===== src/rtl/mc_pkg.sv =====
// rtl/mc_pkg.sv - shared encodings for the multi-cycle controller
package mc_pkg;

    // FSM state encodings (4-bit, exported on the debug state port)
    localparam logic [3:0] S_FETCH    = 4'd0;
    localparam logic [3:0] S_DECODE   = 4'd1;
    localparam logic [3:0] S_EXEC_R   = 4'd2;
    localparam logic [3:0] S_EXEC_I   = 4'd3;
    localparam logic [3:0] S_MEM_ADDR = 4'd4;
    localparam logic [3:0] S_MEM_RD   = 4'd5;
    localparam logic [3:0] S_MEM_WR   = 4'd6;
    localparam logic [3:0] S_WB_ALU   = 4'd7;
    localparam logic [3:0] S_WB_MEM   = 4'd8;
    localparam logic [3:0] S_BRANCH   = 4'd9;
    localparam logic [3:0] S_JUMP     = 4'd10;

    // Opcodes
    localparam logic [5:0] OP_RTYPE = 6'h00;
    localparam logic [5:0] OP_J     = 6'h02;
    localparam logic [5:0] OP_JAL   = 6'h03;
    localparam logic [5:0] OP_BEQ   = 6'h04;
    localparam logic [5:0] OP_ADDIU = 6'h09;
    localparam logic [5:0] OP_ORI   = 6'h0D;
    localparam logic [5:0] OP_LUI   = 6'h0F;
    localparam logic [5:0] OP_LW    = 6'h23;
    localparam logic [5:0] OP_SW    = 6'h2B;

    // Supported R-type function codes
    localparam logic [5:0] FN_SLL  = 6'h00;
    localparam logic [5:0] FN_ADDU = 6'h21;
    localparam logic [5:0] FN_SUBU = 6'h23;
    localparam logic [5:0] FN_AND  = 6'h24;
    localparam logic [5:0] FN_OR   = 6'h25;
    localparam logic [5:0] FN_SLT  = 6'h2A;

    // ALUOp
    localparam logic [1:0] ALU_ADD   = 2'b00;
    localparam logic [1:0] ALU_SUB   = 2'b01;
    localparam logic [1:0] ALU_FUNCT = 2'b10;
    localparam logic [1:0] ALU_LOGIC = 2'b11;

    // ALUSrcB
    localparam logic [1:0] SRCB_BUSB    = 2'b00;
    localparam logic [1:0] SRCB_FOUR    = 2'b01;
    localparam logic [1:0] SRCB_IMM     = 2'b10;
    localparam logic [1:0] SRCB_IMM_SH2 = 2'b11;

    // PCSrc
    localparam logic [1:0] PCSRC_ALU    = 2'b00;
    localparam logic [1:0] PCSRC_ALUOUT = 2'b01;
    localparam logic [1:0] PCSRC_JUMP   = 2'b10;

    // ExtOp
    localparam logic [1:0] EXT_ZERO  = 2'b00;
    localparam logic [1:0] EXT_SIGN  = 2'b01;
    localparam logic [1:0] EXT_UPPER = 2'b10;

    typedef enum logic [2:0] {
        CLS_R,
        CLS_I,
        CLS_MEM,
        CLS_BR,
        CLS_J,
        CLS_ILL
    } instr_cls_e;

endpackage


===== src/rtl/mc_decode.sv =====
// rtl/mc_decode.sv - combinational opcode/funct classifier
// Ports: i_opcode/i_funct instruction fields; o_cls instruction class;
//        o_illegal set for unknown opcodes and unsupported R-type functs.
module mc_decode
    import mc_pkg::*;
(
    input  logic [5:0]  i_opcode,
    input  logic [5:0]  i_funct,
    output instr_cls_e  o_cls,
    output logic        o_illegal
);

    always_comb begin
        o_cls = CLS_ILL;
        case (i_opcode)
            OP_RTYPE: begin
                case (i_funct)
                    FN_SLL, FN_ADDU, FN_SUBU,
                    FN_AND, FN_OR, FN_SLT: o_cls = CLS_R;
                    default:               o_cls = CLS_ILL;
                endcase
            end
            OP_ADDIU, OP_ORI, OP_LUI: o_cls = CLS_I;
            OP_LW, OP_SW:             o_cls = CLS_MEM;
            OP_BEQ:                   o_cls = CLS_BR;
            OP_J, OP_JAL:             o_cls = CLS_J;
            default:                  o_cls = CLS_ILL;
        endcase
        o_illegal = (o_cls == CLS_ILL);
    end

endmodule


===== src/rtl/mc_ctrl.sv =====
// rtl/mc_ctrl.sv - multi-cycle MIPS-subset control FSM
// Ports: clk/rst (sync, active-high); opcode/funct/zero/mem_ack inputs;
//        memory, PC, ALU and register-file control outputs; state (debug);
//        instr_done/illegal pulses; retired_cnt retired-instruction count.
module mc_ctrl
    import mc_pkg::*;
#(
    parameter int unsigned RESET_PC_HOLD = 0
) (
    input  logic        clk,
    input  logic        rst,
    input  logic [5:0]  opcode,
    input  logic [5:0]  funct,
    input  logic        zero,
    input  logic        mem_ack,
    output logic        mem_req,
    output logic        mem_we,
    output logic        IorD,
    output logic        IRWr,
    output logic        PCWr,
    output logic        PCWrCond,
    output logic [1:0]  PCSrc,
    output logic        ALUSrcA,
    output logic [1:0]  ALUSrcB,
    output logic [1:0]  ALUOp,
    output logic        RegWr,
    output logic        RegDst,
    output logic        MemToReg,
    output logic        Link,
    output logic [1:0]  ExtOp,
    output logic [3:0]  state,
    output logic        instr_done,
    output logic        illegal,
    output logic [31:0] retired_cnt
);

    logic [3:0]  r_state;
    logic [31:0] r_retired_cnt;
    logic [31:0] r_hold;

    logic [3:0]  w_next;
    instr_cls_e  w_cls;
    logic        w_dec_illegal;
    logic        w_mem_req, w_mem_we, w_iord, w_irwr, w_pcwr, w_pcwrcond;
    logic [1:0]  w_pcsrc, w_alusrcb, w_aluop, w_extop;
    logic        w_alusrca, w_regwr, w_regdst, w_memtoreg, w_link;
    logic        w_done, w_illegal;
    // The zero flag is consumed by the datapath through PCWrCond.
    logic        w_unused_zero;

    assign w_unused_zero = zero;

    mc_decode u_decode (
        .i_opcode  (opcode),
        .i_funct   (funct),
        .o_cls     (w_cls),
        .o_illegal (w_dec_illegal)
    );

    always_comb begin
        w_next     = r_state;
        w_mem_req  = 1'b0;
        w_mem_we   = 1'b0;
        w_iord     = 1'b0;
        w_irwr     = 1'b0;
        w_pcwr     = 1'b0;
        w_pcwrcond = 1'b0;
        w_pcsrc    = PCSRC_ALU;
        w_alusrca  = 1'b0;
        w_alusrcb  = SRCB_BUSB;
        w_aluop    = ALU_ADD;
        w_regwr    = 1'b0;
        w_regdst   = 1'b0;
        w_memtoreg = 1'b0;
        w_link     = 1'b0;
        w_extop    = EXT_ZERO;
        w_done     = 1'b0;
        w_illegal  = 1'b0;
        case (r_state)
            S_FETCH: begin
                // No request while the post-reset hold is still counting down.
                w_mem_req = (r_hold == 32'd0);
                w_alusrcb = SRCB_FOUR;
                if (w_mem_req && mem_ack) begin
                    w_irwr = 1'b1;
                    w_pcwr = 1'b1;
                    w_next = S_DECODE;
                end
            end
            S_DECODE: begin
                // Branch target precomputed into ALUOut here.
                w_alusrcb = SRCB_IMM_SH2;
                case (w_cls)
                    CLS_R:   w_next = S_EXEC_R;
                    CLS_I:   w_next = S_EXEC_I;
                    CLS_MEM: w_next = S_MEM_ADDR;
                    CLS_BR:  w_next = S_BRANCH;
                    CLS_J:   w_next = S_JUMP;
                    default: begin
                        w_illegal = w_dec_illegal;
                        w_done    = 1'b1;
                        w_next    = S_FETCH;
                    end
                endcase
            end
            S_EXEC_R: begin
                w_alusrca = 1'b1;
                w_aluop   = ALU_FUNCT;
                w_next    = S_WB_ALU;
            end
            S_EXEC_I: begin
                w_alusrca = 1'b1;
                w_alusrcb = SRCB_IMM;
                case (opcode)
                    OP_ADDIU: begin w_aluop = ALU_ADD;   w_extop = EXT_SIGN;  end
                    OP_ORI:   begin w_aluop = ALU_LOGIC; w_extop = EXT_ZERO;  end
                    default:  begin w_aluop = ALU_LOGIC; w_extop = EXT_UPPER; end
                endcase
                w_next = S_WB_ALU;
            end
            S_WB_ALU: begin
                w_regwr  = 1'b1;
                w_regdst = (opcode == OP_RTYPE);
                w_done   = 1'b1;
                w_next   = S_FETCH;
            end
            S_MEM_ADDR: begin
                w_alusrca = 1'b1;
                w_alusrcb = SRCB_IMM;
                w_extop   = EXT_SIGN;
                w_next    = (opcode == OP_LW) ? S_MEM_RD : S_MEM_WR;
            end
            S_MEM_RD: begin
                w_mem_req = 1'b1;
                w_iord    = 1'b1;
                if (mem_ack) w_next = S_WB_MEM;
            end
            S_MEM_WR: begin
                w_mem_req = 1'b1;
                w_mem_we  = 1'b1;
                w_iord    = 1'b1;
                if (mem_ack) begin
                    w_done = 1'b1;
                    w_next = S_FETCH;
                end
            end
            S_WB_MEM: begin
                w_regwr    = 1'b1;
                w_memtoreg = 1'b1;
                w_done     = 1'b1;
                w_next     = S_FETCH;
            end
            S_BRANCH: begin
                w_alusrca  = 1'b1;
                w_aluop    = ALU_SUB;
                w_pcwrcond = 1'b1;
                w_pcsrc    = PCSRC_ALUOUT;
                w_done     = 1'b1;
                w_next     = S_FETCH;
            end
            S_JUMP: begin
                w_pcwr  = 1'b1;
                w_pcsrc = PCSRC_JUMP;
                w_link  = (opcode == OP_JAL);
                w_regwr = (opcode == OP_JAL);
                w_done  = 1'b1;
                w_next  = S_FETCH;
            end
            default: w_next = S_FETCH;
        endcase
    end

    always_ff @(posedge clk) begin
        if (rst) begin
            r_state       <= S_FETCH;
            r_retired_cnt <= 32'd0;
            r_hold        <= 32'(RESET_PC_HOLD);
        end else begin
            r_state <= w_next;
            if (w_done) r_retired_cnt <= r_retired_cnt + 32'd1;
            if (r_state == S_FETCH && r_hold != 32'd0) r_hold <= r_hold - 32'd1;
        end
    end

    // Reset masks every control output the same cycle, so an in-flight
    // transaction is dropped before the state register is cleared.
    assign mem_req     = rst ? 1'b0 : w_mem_req;
    assign mem_we      = rst ? 1'b0 : w_mem_we;
    assign IorD        = rst ? 1'b0 : w_iord;
    assign IRWr        = rst ? 1'b0 : w_irwr;
    assign PCWr        = rst ? 1'b0 : w_pcwr;
    assign PCWrCond    = rst ? 1'b0 : w_pcwrcond;
    assign PCSrc       = rst ? 2'b00 : w_pcsrc;
    assign ALUSrcA     = rst ? 1'b0 : w_alusrca;
    assign ALUSrcB     = rst ? 2'b00 : w_alusrcb;
    assign ALUOp       = rst ? 2'b00 : w_aluop;
    assign RegWr       = rst ? 1'b0 : w_regwr;
    assign RegDst      = rst ? 1'b0 : w_regdst;
    assign MemToReg    = rst ? 1'b0 : w_memtoreg;
    assign Link        = rst ? 1'b0 : w_link;
    assign ExtOp       = rst ? 2'b00 : w_extop;
    assign instr_done  = rst ? 1'b0 : w_done;
    assign illegal     = rst ? 1'b0 : w_illegal;
    assign state       = r_state;
    assign retired_cnt = r_retired_cnt;

endmodule


===== config.mk =====
export PLATFORM = sky130hd
export DESIGN_NAME = mc_ctrl
export DESIGN_NICKNAME = d
export VERILOG_FILES = /design/src/rtl/mc_pkg.sv /design/src/rtl/mc_decode.sv /design/src/rtl/mc_ctrl.sv
export SDC_FILE = /design/constraint.sdc
export NUM_CORES = 1
export LEC_CHECK = 0
export CORE_MARGIN = 2
export CORE_UTILIZATION = 35
export DETAILED_ROUTE_END_ITERATION = 10
export SYNTH_ARGS = -nofsm -noshare
export SYNTH_HDL_FRONTEND = slang
export SYNTH_HIERARCHICAL = 1
export SYNTH_SLANG_ARGS = --single-unit

===== constraint.sdc =====
create_clock -name clk -period 3.55 [get_ports clk]
set_clock_uncertainty 0.05 [all_clocks]
set_input_delay 0.8875 -clock clk [delete_from_list [all_inputs] [get_ports clk]]
set_output_delay 0.8875 -clock clk [all_outputs]
set_load 0.1 [all_outputs]

==> results by group <==
STA
  – RSZ-0062 raised after global routing: yes
  – Worst-margin pin slew: around 0.65 ns
  – Endpoints failing hold: 0
  – Min Tclk post-route: between 3 and 4 ns
  – Final setup viols: 2
  – Tightest slew margin relative to the limit: 56.4%
  – Fmax: around 280 MHz
  – Pins Over Slew Limit: 0
  – Fin crit share: 101%
  – Hold_ws: 0.433 ns
  – Worst setup margin: -0.0228 ns

Worst setup path
  – Crit Reg-Reg Startpoint: retired_cnt[10]
  – CP max FO: 3
  – CP max-delay cell: a2111oi_4
  – Worst setup EP type: output pin
  – Crit path largest cell delay: between 0.3 and 0.4 ns
  – FF-to-FF End: retired_cnt[30]
  – Critical Path Start Type: input pin
  – R2R Setup Slk: about 0.99 ns
  – Crit path from: opcode[1]
  – Crit-path cells: buf_2, nor2_4, buf_4, nand3_2, a2111oi_4, buf_4, o31ai_4, o21ai_4, nor4_4, nor3_4, nor2_4, buf_12
  – CP arrival: ~2.6 ns
  – Critical Path RT: ~2.6 ns
  – WS Path Type: in2out
  – R2r worst-path depth: 5
  – End of the critical path: instr_done

Drt
  – Drt drc: 0
  – DR WL met2: around 5200 um
  – Drt pass-1 iters: 4
  – DRT antenna net count: 0
  – Metal3 WL: 453 um
  – DR top layer: met4
  – Met1 Wirelength: roughly 4600 um
  – Vias: around 4,000
  – Vias per Instance: ~5.5
  – Drt wl/cell: approximately 14 um
  – Drt initial violations: about 230
  – WL final: about 10,000 um

Clock tree
  – CTS tree: yes
  – Cts hold-fix bufs: 0
  – Worst-path clk slew: approximately 0.070 ns
  – Clock Latency Late Sink: roughly 0.34 ns
  – CTS Buffer Depth: 2
  – H-tree Lvls: 3
  – Cts bufs inserted: 9
  – Clock sink count: slightly below 70
  – CTS Root Cell: clkbuf_8

GRT
  – Initial antenna violation count: 0
  – Largest net degree at the start of global routing: 43
  – GRT overflow: 0
  – Number of global-route vias before repair: roughly 3,700
  – First-pass GRT wire length: about 17,000 um
  – Total GRT Usage: between 10% and 20%

Yosys
  – Gate Count Post-Synth: slightly below 500
  – Simple-gate share of the synthesized area: between 30% and 40%
  – Synth Area in XOR/XNOR: about 4.7%
  – Largest family of logic cells by synthesized area: simple AND/OR/NAND/NOR gates
  – Most common library cells after synthesis: dfxtp_1, nor2_1, a21oi_1
  – Synth area leaders: dfxtp_1, a21oi_1, nor2_1
  – Most frequent cell after synthesis: dfxtp_1
  – Number of distinct library cells after synthesis: just over 60
  – Post-synthesis register bit count: 68
  – Multiplexer share of the synthesized area: less than 1%
  – Avg Synthesized Cell Area: a little over 8 um^2
  – Cell Area, Synth: just under 0.004 mm^2
  – Adder-cell share of the synthesized area: less than 1%
  – Yosys warns: 6
  – Ys async rst share: 0%
  – Compound-Gate Fraction of Synth Area: 22.5%
  – Top-area cell type share of the netlist area: about a third
  – Syn_nets: around 500
  – Prevailing post-synth register cell: dfxtp_1
  – Seq/Total Area, Yosys: approximately a third
  – Post-synth EDFFs: 0
  – Yosys top cell by area: dfxtp_1

Power and ir drop
  – Internal Power: 2.05 mW
  – Max VDD drop: 0.405 mV
  – Leak pwr: 2.09 nW
  – Combinational share of power: between 50% and 60%
  – Clock Power Share: roughly 16%
  – Flop pwr share: 28.8%
  – Psw: roughly 1.8 mW
  – Final Power: slightly below 4 mW
  – P per Cell Area: roughly 680 mW/mm^2
  – Switching share of total power: a little under half

Finish
  – Nets: between 600 and 700
  – Layout cells sized above 1: approximately a third
  – Diodes inserted: 0
  – Area Growth Syn to Fin: 44.6%
  – Multi-input combinational cell area: between 0.002 and 0.003 mm^2
  – Fill cell count: between 1,000 and 1,500
  – FF/Latch Area: between 0.001 and 0.0015 mm^2

Floorplanning
  – Core area: between 0.01 and 0.015 mm^2
  – Initial core utilization: 36.1%
  – Die X: roughly 110 um
  – Die Area: ~0.012 mm^2
  – Top-Level Pins: 73
  – Placement Rows: 38
  – Die Span Y: 110 um

Status
  – Violated checks: negative setup slack
  – Status: complete, but fails checks

Placement
  – Post-Place Worst Slack: -0.578 ns
  – GP Congestion: around 0.81
  – Dpl hpwl: ~7400 um
  – Port buffer count: 71

Worst hold path
  – Hold Crit Class: reg2reg

Run
  – Max Cap Violations: 0
cell usage in the layout (no fill, tap or decap), drive strengths merged, types with 4 or more instances in the layout:
cell    instances
a31oi           7
clkbuf          9
xnor2           9
nor2           52
or4            25
a21oi          50
or3            19
o31ai          24
nor3           17
inv            14
nor4           14
and4            4
nand2b          8
and3            8
nand4          11
o21ai          21
o311ai          4
a211oi          5
buf           114
nand2          20
nand3          21
dfxtp          68
xor2           12
nor2b           4
worst min path at each step:
stage,start,endpoint,depth (start not counted)
after floorplan,r_hold[31],r_hold[31],2
after global placement,retired_cnt[31],retired_cnt[31],2
after detailed placement,r_hold[14],r_hold[14],2
after CTS,r_hold[14],r_hold[14],2
after global routing,r_hold[14],r_hold[14],2
final,retired_cnt[31],retired_cnt[31],2
critical path, delay by kind of cell:
family | cells | cell delay [ns]
AOI/OAI and AO/OA | 3 | 0.56
and+or+nand+nor | 5 | 0.56
buffers and inverters | 4 | 0.64
sequential cells by signal, indices dropped and copies added (netlist names):
| name | count |
|---|---|
| state | 4 |
| r_hold | 32 |
| retired_cnt | 32 |
power by group through the flow:
stage	clock network [mW]	registers, mW	logic (mW)
global route	0.683	1.14	2.32
floorplan	0	1.13	1.53
detailed placement	0	1.12	2.09
CTS	0.647	1.11	2.11
global placement	0	1.12	2.06
finish	0.624	1.11	2.11
layout make-up:
cell class | instances | area share, %
Clock buffer | 9 | 2.18
Inverter | 14 | 0.926
Timing Repair Buffer | 116 | 21.2
Multi-Input combinational cell | 376 | 47.3
Sequential cell | 68 | 24.2
Clock inverter | 6 | 1.17
Tap cell | 140 | 3.09
per-stage QoR:
stage               std cells  utilization (%)  setup TNS (ns)  area (um^2)
detailed placement        701             48.6           -9.02         5290
global placement          701             48.6           -6.55         5290
global route              729             52.1          -0.207         5680
CTS                       728             51.6          -0.133         5620
floorplan                 485                -          -0.753         4170
finish                    729             52.1         -0.0300         5680
layer usage:
| layer | track usage [%] | vias to the layer above |
|---|---|---|
| met5 | 0 | - |
| met4 | 4.88 | 0 |
| met3 | 3.56 | 9 |
| met2 | 30.3 | 85 |
| met1 | 22.5 | 1877 |
| li1 | - | 2048 |
timing repair:
| item | 4_1_cts | 5_1_grt |
|---|---|---|
| pin swaps | 15 | 13 |
| hold endpoints to repair | 0 | 0 |
| setup buffers | 12 | 2 |
| resized for setup | 65 | 14 |
| endpoints found under the setup margin | 5 | 2 |
cells by family after synthesis:
| kind of cell | after synthesis |
|---|---|
| AND/OR/NAND/NOR | 217 |
| AO/OA/AOI/OAI | 134 |
| flip-flops | 68 |
| buffers and inverters | 41 |
| XOR/XNOR | 21 |
| multiplexers | 2 |
| adder cells (fa/ha/maj) | 2 |
(Power assumes the default switching activity.)
